## config.mk

```make
export PLATFORM = sky130hd
export DESIGN_NAME = mem_ctrl
export DESIGN_NICKNAME = d
export VERILOG_FILES = /design/src/rtl/mem_ctrl.sv
export SDC_FILE = /design/constraint.sdc
export NUM_CORES = 1
export LEC_CHECK = 0
export CAP_MARGIN = 20
export CORE_MARGIN = 8
export CORE_UTILIZATION = 46
export DETAILED_ROUTE_END_ITERATION = 8
export PLACE_DENSITY = 0.83
export REMOVE_ABC_BUFFERS = 1
export SYNTH_ARGS = -nofsm -noshare
export SYNTH_HDL_FRONTEND = slang
export SYNTH_SLANG_ARGS = --single-unit
```

## constraint.sdc

```tcl
create_clock -name clk -period 3.29 [get_ports clk]
set_clock_uncertainty 0.05 [all_clocks]
set_input_delay 0.658 -clock clk [delete_from_list [all_inputs] [get_ports clk]]
set_output_delay 0.658 -clock clk [all_outputs]
set_load 0.01 [all_outputs]
```

## src/rtl/mem_ctrl.sv

```systemverilog
// Async SRAM responder for MEM-stage requests; optional UART MMIO at 0xBF00/0xBF01 via MEM_CTRL_UART_EN.
// Latency: read ready at N+1+RD_CYCLES, write ready at N+3+WE_CYCLES, MMIO ready at N+1.
// Backpressure: requester holds request until mem_ready_o; DONE always returns to IDLE.
module mem_ctrl #(
    parameter int ADDR_W     = 16,
    parameter int DATA_W     = 16,
    parameter int RAM_ADDR_W = 18,
    parameter int RD_CYCLES  = 2,
    parameter int WE_CYCLES  = 2
) (
    input  logic                  clk,
    input  logic                  rst,
    input  logic [ADDR_W-1:0]     mem_addr_i,
    input  logic [DATA_W-1:0]     mem_wdata_i,
    input  logic                  mem_re_i,
    input  logic                  mem_we_i,
    output logic [DATA_W-1:0]     mem_rdata_o,
    output logic                  mem_ready_o,
    output logic [RAM_ADDR_W-1:0] ram_addr_o,
    output logic [DATA_W-1:0]     ram_data_o,
    output logic                  ram_data_oe,
    input  logic [DATA_W-1:0]     ram_data_i,
    output logic                  ram_ce_n,
    output logic                  ram_oe_n,
    output logic                  ram_we_n
`ifdef MEM_CTRL_UART_EN
    ,
    input  logic [7:0]            uart_rx_data_i,
    input  logic                  uart_rx_ready_i,
    input  logic                  uart_tx_idle_i,
    output logic [7:0]            uart_tx_data_o,
    output logic                  uart_tx_start_o,
    output logic                  uart_rx_ack_o
`endif
);

    localparam int CNT_MAX = (RD_CYCLES > WE_CYCLES) ? RD_CYCLES : WE_CYCLES;
    localparam int CNT_W   = (CNT_MAX > 1) ? $clog2(CNT_MAX + 1) : 1;

    typedef enum logic [2:0] {
        S_IDLE,
        S_RD,
        S_WR_SETUP,
        S_WR_PULSE,
        S_WR_HOLD,
        S_DONE
    } state_t;

    state_t           state;
    logic [CNT_W-1:0] cnt;

`ifdef MEM_CTRL_UART_EN
    localparam logic [ADDR_W-1:0] UART_DATA_ADDR = ADDR_W'(16'hBF00);
    localparam logic [ADDR_W-1:0] UART_STAT_ADDR = ADDR_W'(16'hBF01);

    logic is_mmio;
    assign is_mmio = (mem_addr_i == UART_DATA_ADDR) || (mem_addr_i == UART_STAT_ADDR);
`endif

    always_ff @(posedge clk) begin
        if (rst) begin
            state       <= S_IDLE;
            cnt         <= '0;
            mem_rdata_o <= '0;
            mem_ready_o <= 1'b0;
            ram_addr_o  <= '0;
            ram_data_o  <= '0;
            ram_data_oe <= 1'b0;
            ram_ce_n    <= 1'b1;
            ram_oe_n    <= 1'b1;
            ram_we_n    <= 1'b1;
`ifdef MEM_CTRL_UART_EN
            uart_tx_data_o  <= '0;
            uart_tx_start_o <= 1'b0;
            uart_rx_ack_o   <= 1'b0;
`endif
        end else begin
            mem_ready_o <= 1'b0;
`ifdef MEM_CTRL_UART_EN
            uart_tx_start_o <= 1'b0;
            uart_rx_ack_o   <= 1'b0;
`endif
            case (state)
                S_IDLE: begin
                    cnt <= '0;
                    if (mem_re_i || mem_we_i) begin
                        ram_addr_o <= RAM_ADDR_W'(mem_addr_i);
                        ram_data_o <= mem_wdata_i;
`ifdef MEM_CTRL_UART_EN
                        if (is_mmio) begin
                            // MMIO completes in one cycle; SRAM strobes are never touched
                            state       <= S_DONE;
                            mem_ready_o <= 1'b1;
                            if (mem_we_i) begin
                                if (mem_addr_i == UART_DATA_ADDR) begin
                                    uart_tx_data_o  <= mem_wdata_i[7:0];
                                    uart_tx_start_o <= 1'b1;
                                end
                            end else if (mem_addr_i == UART_DATA_ADDR) begin
                                mem_rdata_o   <= DATA_W'(uart_rx_data_i);
                                uart_rx_ack_o <= 1'b1;
                            end else begin
                                mem_rdata_o <= DATA_W'({uart_rx_ready_i, uart_tx_idle_i});
                            end
                        end else
`endif
                        if (mem_we_i) begin
                            state       <= S_WR_SETUP;
                            ram_ce_n    <= 1'b0;
                            ram_data_oe <= 1'b1;
                        end else begin
                            state    <= S_RD;
                            ram_ce_n <= 1'b0;
                            ram_oe_n <= 1'b0;
                        end
                    end
                end

                S_RD: begin
                    if (cnt == CNT_W'(RD_CYCLES - 1)) begin
                        mem_rdata_o <= ram_data_i;
                        mem_ready_o <= 1'b1;
                        ram_ce_n    <= 1'b1;
                        ram_oe_n    <= 1'b1;
                        cnt         <= '0;
                        state       <= S_DONE;
                    end else begin
                        cnt <= cnt + 1'b1;
                    end
                end

                S_WR_SETUP: begin
                    ram_we_n <= 1'b0;
                    cnt      <= '0;
                    state    <= S_WR_PULSE;
                end

                S_WR_PULSE: begin
                    if (cnt == CNT_W'(WE_CYCLES - 1)) begin
                        ram_we_n <= 1'b1;
                        cnt      <= '0;
                        state    <= S_WR_HOLD;
                    end else begin
                        cnt <= cnt + 1'b1;
                    end
                end

                S_WR_HOLD: begin
                    mem_ready_o <= 1'b1;
                    ram_ce_n    <= 1'b1;
                    ram_data_oe <= 1'b0;
                    state       <= S_DONE;
                end

                // The requester advances on this edge, so IDLE never re-samples the finished request
                S_DONE: begin
                    state <= S_IDLE;
                end

                default: begin
                    state <= S_IDLE;
                end
            endcase
        end
    end

endmodule
```

==> results of run 1 <==
[worst max-delay path: stages]
cell	delay, ns
clkdlybuf4s50_1	0.54
o21a_2	0.53
buf_12	0.24
mux2i_1	0.20
[cells by family after synthesis]
group	count (synthesis)
simple gates	117
flops	58
mux	48
buf+inv	22
compound gates	14
other cells	1
[cell usage after synthesis (2+ instances only)]
cell,count,area share
buf_6,2,0.0085
clkbuf_1,12,0.017
a21oi_1,5,0.0095
nand2_1,4,0.0057
a211o_1,2,0.0066
buf_4,4,0.011
mux2i_1,48,0.18
nor3b_1,3,0.0085
dfxtp_1,58,0.44
buf_8,3,0.017
nand2b_1,99,0.23
nor2_1,5,0.0071
[registers in the layout (all words and copies together) (netlist names)]
signal       cells
cnt              2
ram_we_n         1
ram_addr_o      16
mem_ready_o      1
ram_data_o      16
ram_oe_n         1
mem_rdata_o     16
ram_data_oe      1
state            3
ram_ce_n         1
[final cells by class]
cell class              count  area [um2]  area share
multi-input cells         181        1340       0.350
inverters                   1        3.75    0.000983
clock inverters             4        20.0     0.00524
repair buffers            106        1080       0.282
flip-flops and latches     58        1160       0.304
clock buffers              11         131      0.0344
well taps                  72        90.1      0.0236
[stage by stage]
stage / instances / area, um2 / setup WS, ns
2_1_floorplan: 240 / 2500 / 1.16
3_3_place_gp: 418 / 3670 / 1.02
3_5_place_dp: 418 / 3670 / 0.958
4_1_cts: 433 / 3820 / 1.30
5_1_grt: 433 / 3820 / 1.23
6_report: 433 / 3820 / 1.31
[worst paths after layout]
path	to	start	cells past startpoint
setup / recovery	ram_addr_o[14]	mem_we_i	4
hold / removal	mem_rdata_o[12]	mem_rdata_o[12]	2
setup reg to reg	ram_addr_o[14]	state[2]	4
hold reg to reg	mem_rdata_o[12]	mem_rdata_o[12]	2
[power breakdown]
group | internal, uW | switching (uW)
clock network | 264 | 261
registers | 760 | 44.6
logic | 233 | 149
total | 1260 | 455
[layer usage]
metal / vias up / part of all wire / GRT usage
met5: - / 0 / 0
met4: 0 / 0.014 / 0.0523
met3: 7 / 0.11 / 0.0864
met2: 79 / 0.44 / 0.242
met1: 920 / 0.44 / 0.177
li1: 1038 / - / -
==> flow_metrics.py, run 1 <==
metrics = {
    "status": {
        "outcome": "finished clean",
    },
    "cts": {
        "htreeDepth": 3,
        "postCtsHoldBufs": 0,
        "cts_made_buffers": 9,
        "post-cts-setup-buffers": 0,
        "cts_resized": 0,
        "insertion_delay_ns": 0.33,
        "cts.path.max_buffers": 2,
        "cts_tree": "yes",
        "path_clk_slew_ns": 0.06,
        "clkSinkCount": 58,
        "root_buffer": "clkbuf_8",
    },
    "logic_synthesis": {
        "synth.avg_cell_area_um2": 10.1,
        "synth-edff-count": 0,
        "yosysWarnings": 0,
        "synth.distinct_cells": 27,
        "synth_mux_area_frac": 0.182,
        "synth_top_family_by_area": "simple AND/OR/NAND/NOR gates",
        "synth_area_um2": 2640,
        "yosysSeqAreaShare": 0.440,
        "synth-simple-area-share": 0.285,
        "syn_inst": 260,
        "synth-xor-area-share": 0,
        "synth_async_sr_flop_share": 0,
        "synth-compound-area-share": 0.0360,
        "ys_ff_latch": 58,
        "ys.flop_type": "dfxtp_1",
        "synthAdderAreaFrac": 0,
    },
    "timing": {
        "final-hold-violation-count": 0,
        "rsz0062_at_grt": "false",
        "timing.hold.ws_ns": 0.419,
        "setup_tns_ns": 0,
        "setup_viol": 0,
        "fmax_ghz": 0.506,
        "period_minus_slack_ns": 1.98,
        "drv_slew": 0,
        "period_share": 0.601,
        "worst_pin_slew_ns": 0.558,
        "slew_headroom": 0.628,
    },
    "critical_path": {
        "end_kind": "flip-flop",
        "r2r_setup_slack_ns": 1.41,
        "crit_type": "primary input to flip-flop",
        "critPathMaxFanout": 17,
        "crit_arrival_ns": 2.18,
        "cp.required_ns": 3.49,
        "crit_path_start_kind": "primary input",
    },
    "drt": {
        "routed_wl_um": 6380,
        "wire_per_inst_um": 14.7,
        "first_iter_violations": 73,
        "drc_errors": 0,
        "vias_per_cell": 4.72,
        "firstDrtPassIters": 4,
        "drt.antenna.violating_nets": 0,
        "via_count": 2044,
    },
    "flow_run": {
        "maxCapViolCount": 0,
    },
    "cells_and_area": {
        "final_cell_mix": "clkdlybuf4s50_1 (103), nand2b_1 (99), dfxtp_1 (58)",
        "num-nets-final": 409,
        "mostFrequentLayoutCell": "clkdlybuf4s50_1",
        "drive_gt1_frac": 0.0554,
        "fillers": 465,
        "final_util": 0.689,
        "syn_to_final_growth_pct": 44.7,
        "n_antenna_cell": 0,
    },
    "power": {
        "peakVddDrop_mv": 0.281,
        "p_leak_uw": 0.00142,
        "power.total_uw": 1710,
        "p_per_area_nw_per_um2": 448,
    },
    "floorplan": {
        "die-area_um2": 8420,
        "fp.dieH_um": 91.7,
        "rows": 27,
        "initial_utilization": 0.476,
        "die_w_um": 91.7,
        "io_pins": 107,
        "core_region_area_um2": 5540,
    },
    "placed_design": {
        "dp_hpwl_um": 4670,
        "io_buffers": 104,
        "place.gp.congestion": 0.780,
    },
    "grt": {
        "first_global_vias": 2181,
        "antenna_found_initial": 0,
        "grtUsageTotal": 0.156,
        "grt_max_degree": 71,
        "grt_pass1_wl_um": 10700,
        "grt_overflow": 0,
    },
    "min_path": {
        "hp-class": "flip-flop to flip-flop",
    },
}
Power figures use the tool's default switching activity.
==> run 2, diff against run 1 <==
- CORE_UTILIZATION: 46 -> 39
- PLACE_DENSITY: 0.83 -> 0.74
- clock period: 3.29 -> 1.7 ns (I/O delays scaled with it)
==> run 2 against run 1 <==
Against the previous run: total power grew 99%; global-route usage fell by 2.6 points; clock power rose by 110%; flip-flop and latch count unchanged; die area grew 15%; register-to-register slack lost 1.2 ns; final area is 1.7% higher; sequential share of layout area fell by 0.52 points; sequential power grew 93%.
==> flow_metrics.py, run 2 (synthesized netlist as in run 1, its figures left out) <==
metrics = {
    "critical_path": {
        "end_kind": "output port",
        "critPathMaxStageDelay_ns": 0.57,
        "crit_chain": "clkdlybuf4s50_1",
        "cp.required_ns": 1.31,
        "critPathMaxFanout": 2,
        "crit_path_start_kind": "flip-flop",
        "cp_num_buf_inv": 1,
        "slowest_stage": "clkdlybuf4s50_1",
        "r2r_setup_slack_ns": 0.19,
        "cp_top_family": "buffers and inverters",
        "worstSetupStartpoint": "ram_addr_o[2]",
        "crit_type": "flip-flop to output port",
        "rr_startpoint": "state[2]",
        "crit_arrival_ns": 1.24,
        "cp_num_cells": 1,
        "crit_path_end": "ram_addr_o[2]",
        "rr_worst_depth": 3,
        "r2r-end": "mem_rdata_o[6]",
    },
    "timing": {
        "setup_viol": 0,
        "drv_slew": 0,
        "setup_ws_ns": 0.0743,
        "final-hold-violation-count": 0,
        "period_share": 0.956,
        "fmax_ghz": 0.615,
        "rsz0062_at_grt": "false",
        "period_minus_slack_ns": 1.63,
    },
    "cells_and_area": {
        "num-nets-final": 414,
        "mostFrequentLayoutCell": "clkdlybuf4s50_1",
        "top_regs": "mem_rdata_o x16, ram_addr_o x16, ram_data_o x16",
        "final_cell_mix": "clkdlybuf4s50_1 (103), nand2b_1 (99), dfxtp_1 (58)",
        "fin_area_um2": 3880,
        "syn_to_final_growth_pct": 47.2,
        "stdcell_count": 446,
        "final_util": 0.581,
        "n_antenna_cell": 0,
        "drive_gt1_frac": 0.0710,
    },
    "drt": {
        "via_count": 2020,
        "first_iter_violations": 52,
        "drt.antenna.violating_nets": 0,
        "firstDrtPassIters": 4,
        "wire_per_inst_um": 13.7,
        "vias_per_cell": 4.53,
        "drc_errors": 0,
        "routed_wl_um": 6100,
    },
    "power": {
        "power.total_uw": 3410,
        "p_per_area_nw_per_um2": 879,
        "peakVddDrop_mv": 0.490,
        "p_leak_uw": 0.00145,
    },
    "grt": {
        "grt_max_degree": 71,
        "first_global_vias": 2171,
        "grt_overflow": 0,
        "grtUsageTotal": 0.129,
        "antenna_found_initial": 0,
        "grt_pass1_wl_um": 10100,
    },
    "placed_design": {
        "post_dp_cell_area_um2": 3710,
        "post-place-ws_ns": -0.0844,
        "placed_cells": 431,
        "dp_hpwl_um": 4460,
        "io_buffers": 104,
        "place.gp.congestion": 0.691,
    },
    "cts": {
        "postCtsHoldBufs": 0,
        "cts_made_buffers": 9,
        "clkSinkCount": 58,
        "root_buffer": "clkbuf_8",
        "insertion_delay_ns": 0.33,
        "cts_tree": "yes",
        "cts.path.max_buffers": 2,
        "post-cts-setup-buffers": 0,
        "path_clk_slew_ns": 0.07,
        "htreeDepth": 3,
        "cts_resized": 0,
    },
    "floorplan": {
        "initial_utilization": 0.395,
        "die-area_um2": 9650,
        "die_w_um": 98.3,
        "rows": 30,
        "io_pins": 107,
        "fp.dieH_um": 98.3,
        "core_region_area_um2": 6680,
    },
    "status": {
        "outcome": "finished clean",
    },
    "flow_run": {
        "maxCapViolCount": 0,
    },
    "min_path": {
        "min_path_cells": 3,
        "hp-class": "primary input to flip-flop",
    },
}
[run 2: changes by cell type in the layout (fill, tap and decap cells not counted)]
| cell | previous run | this run |
|---|---|---|
| buf_4 | 0 | 5 |
| clkbuf_8 | 9 | 11 |
| clkinv_2 | 4 | 3 |
| clkbuf_1 | 2 | 1 |
[run 2: final cells by class]
class                      count  area (um2)
fill                         602        2800
multi-input combinational    181        1340
sequential                    58        1160
timing repair buffer         111        1110
clock buffer                  12         155
tap                           80         100
clock inverter                 3        15.0
inverter                       1        3.75
[run 2: how the worst min path moves through the flow]
stage / start / to / slack [ns]
3_3_place_gp: ram_addr_o[5] / ram_addr_o[5] / 0.41
2_1_floorplan: rst / cnt[0] / 0.36
4_1_cts: rst / ram_data_oe / 0.41
6_report: rst / ram_data_oe / 0.42
5_1_grt: ram_addr_o[8] / ram_addr_o[8] / 0.44
3_5_place_dp: mem_rdata_o[14] / mem_rdata_o[14] / 0.41
[run 2: through the flow]
| step | setup TNS [ns] | hold WS (ns) |
|---|---|---|
| after CTS | 0 | 0.412 |
| after floorplan | -13.46 | 0.359 |
| final | 0 | 0.419 |
| after global placement | -0.0531 | 0.406 |
| after detailed placement | -0.0844 | 0.412 |
| after global routing | 0 | 0.438 |
[run 2: where the power goes]
group,internal (uW),switching (uW)
Combinational,464,286
Sequential,1470,81.5
Clock,593,518
[run 2: metal layers]
layer  track usage  share of wire
met5             0              0
met4        0.0602          0.013
met3        0.0917           0.14
met2         0.189           0.42
met1         0.138           0.43
==> run 3, diff against run 2 <==
- ABC_AREA: not set -> 1
- CORE_ASPECT_RATIO: not set -> 1.25
- CORE_UTILIZATION: 39 -> 38
==> run 3 against run 2 <==
Against the previous run: via count up 22%; sequential share of layout area up 0.76 points; critical path depth unchanged; wire length up 7.8%; clock power up 5%; flip-flop and latch count unchanged; synthesized cell count up 43%; die area down 2.1%; sequential power up 12%; critical path type unchanged.
==> flow_metrics.py, run 3 <==
metrics = {
    "floorplan": {
        "fp.dieH_um": 107,
        "core_region_area_um2": 6480,
        "die-area_um2": 9450,
        "io_pins": 107,
        "die_w_um": 88.6,
        "rows": 33,
        "initial_utilization": 0.386,
    },
    "cells_and_area": {
        "n_antenna_cell": 0,
        "drive_gt1_frac": 0.0600,
        "top_regs": "mem_rdata_o x16, ram_addr_o x16, ram_data_o x16",
        "num-nets-final": 530,
        "fillers": 612,
        "mostFrequentLayoutCell": "nor2_1",
        "syn_to_final_growth_pct": 51.5,
        "final_cell_mix": "nor2_1 (106), clkdlybuf4s50_1 (104), nand2_1 (94)",
    },
    "drt": {
        "drt.antenna.violating_nets": 0,
        "via_count": 2459,
        "first_iter_violations": 48,
        "vias_per_cell": 4.31,
        "routed_wl_um": 6570,
        "wire_per_inst_um": 11.5,
        "firstDrtPassIters": 4,
        "drc_errors": 0,
    },
    "critical_path": {
        "r2r-end": "ram_addr_o[0]",
        "rr_startpoint": "state[2]",
        "crit_type": "flip-flop to output port",
        "cp_num_buf_inv": 1,
        "r2r_setup_slack_ns": 0.38,
        "critPathMaxStageDelay_ns": 0.56,
        "crit_chain": "clkdlybuf4s50_1",
        "crit_path_start_kind": "flip-flop",
        "crit_path_end": "mem_rdata_o[10]",
        "rr_worst_depth": 6,
        "crit_arrival_ns": 1.22,
        "cp_top_family": "buffers and inverters",
        "end_kind": "output port",
        "cp_num_cells": 1,
        "worstSetupStartpoint": "mem_rdata_o[10]",
        "cp.required_ns": 1.31,
        "critPathMaxFanout": 2,
        "slowest_stage": "clkdlybuf4s50_1",
    },
    "timing": {
        "final-hold-violation-count": 0,
        "drv_slew": 0,
        "rsz0062_at_grt": "false",
        "period_share": 0.947,
        "fmax_ghz": 0.621,
        "timing.hold.ws_ns": 0.404,
        "period_minus_slack_ns": 1.61,
        "setup_viol": 0,
    },
    "logic_synthesis": {
        "yosys.area.top_type": "dfxtp_1",
        "synth_area_um2": 2500,
        "synth_most_common_cell": "nor2_1",
        "yosysSeqAreaShare": 0.464,
        "ys_ff_latch": 58,
        "synth.area.top_cells": "dfxtp_1 (46%), nor2_1 (16%), nand2_1 (14%), inv_1 (8.1%), nand4_1 (4.5%)",
        "synth.distinct_cells": 20,
        "synthTopCellsByCount": "nor2_1 (106), nand2_1 (94), dfxtp_1 (58)",
        "synth.top_cell.area_share": 0.464,
        "yosysWarnings": 0,
        "syn_inst": 373,
        "synth_async_sr_flop_share": 0,
        "synth-edff-count": 0,
        "ys.flop_type": "dfxtp_1",
        "synth.avg_cell_area_um2": 6.71,
    },
    "cts": {
        "path_clk_slew_ns": 0.06,
        "cts_resized": 0,
        "root_buffer": "clkbuf_8",
        "postCtsHoldBufs": 0,
        "cts_made_buffers": 9,
        "insertion_delay_ns": 0.32,
        "post-cts-setup-buffers": 0,
        "htreeDepth": 3,
        "clkSinkCount": 58,
        "cts.path.max_buffers": 2,
        "cts_tree": "yes",
    },
    "status": {
        "outcome": "finished clean",
    },
    "flow_run": {
        "maxCapViolCount": 0,
    },
    "power": {
        "power.total_uw": 4380,
        "peakVddDrop_mv": 0.486,
        "p_per_area_nw_per_um2": 1160,
        "p_leak_uw": 0.00178,
    },
    "grt": {
        "grtUsageTotal": 0.141,
        "grt_pass1_wl_um": 10700,
        "first_global_vias": 2300,
        "grt_overflow": 0,
        "antenna_found_initial": 0,
        "grt_max_degree": 51,
    },
    "placed_design": {
        "io_buffers": 104,
        "place.gp.congestion": 0.814,
        "dp_hpwl_um": 4880,
    },
    "min_path": {
        "min_path_cells": 2,
        "hp-class": "flip-flop to flip-flop",
    },
}
[run 3: cell types whose count changed after synthesis, moves of 4 or more]
| cell | delta |
|---|---|
| inv_1 | +53 |
| mux2i_1 | -48 |
| nand2_1 | +90 |
| buf_2 | +4 |
| nand2b_1 | -99 |
| clkbuf_1 | -6 |
| nor2_1 | +101 |
| nand4_1 | +18 |
| nand3_1 | +5 |
[run 3: stage by stage]
stage / utilization / worst slack (ns) / area, um2 / std cells / TNS [ns]
2_1_floorplan: - / -0.145 / 2380 / 354 / -4.60
3_3_place_gp: 0.556 / 0.129 / 3610 / 554 / 0
3_5_place_dp: 0.556 / 0.0849 / 3610 / 554 / 0
4_1_cts: 0.584 / 0.0634 / 3790 / 570 / 0
5_1_grt: 0.584 / 0.0176 / 3790 / 570 / 0
6_report: 0.584 / 0.0905 / 3790 / 570 / 0
[run 3: area by class of cell]
type,count,area (um2),area share
clock buffers,14,173,0.0456
flip-flops and latches,58,1160,0.306
inverters,56,210,0.0555
multi-input cells,240,1000,0.265
clock inverters,2,10.0,0.00264
well taps,87,109,0.0287
repair buffers,113,1120,0.296
[run 3: logic make-up (layout without fill, tap and decap cells)]
group | count (synthesis) | in the layout | synth area share
flip-flops | 58 | 58 | 0.464
buffers and inverters | 76 | 185 | 0.136
AND/OR/NAND/NOR | 230 | 230 | 0.383
other | 1 | 2 | 0.00150
AO/OA/AOI/OAI | 8 | 8 | 0.0160
[run 3: power breakdown]
group | internal, uW | switching (uW) | total (uW) | leakage (uW)
Combinational | 735 | 757 | 1490 | 0.00121
Sequential | 1590 | 144 | 1730 | 0.000477
Clock | 645 | 513 | 1160 | 0.0000965
[run 3: metal layers]
layer,track usage,part of all wire,routed length [um],vias to the layer above
met1,0.155,0.42,2790,1061
met4,0.0606,0.013,87,0
li1,-,-,-,1313
met5,0,0,0,-
met2,0.240,0.49,3250,76
met3,0.0459,0.068,449,9
[run 3: worst min path at each step]
stage | end | start | slack (ns)
floorplan | state[1] | rst | 0.36
global placement | cnt[1] | cnt[1] | 0.39
detailed placement | ram_oe_n | ram_oe_n | 0.40
CTS | ram_oe_n | ram_oe_n | 0.41
global route | ram_oe_n | ram_oe_n | 0.44
finish | ram_oe_n | ram_oe_n | 0.40
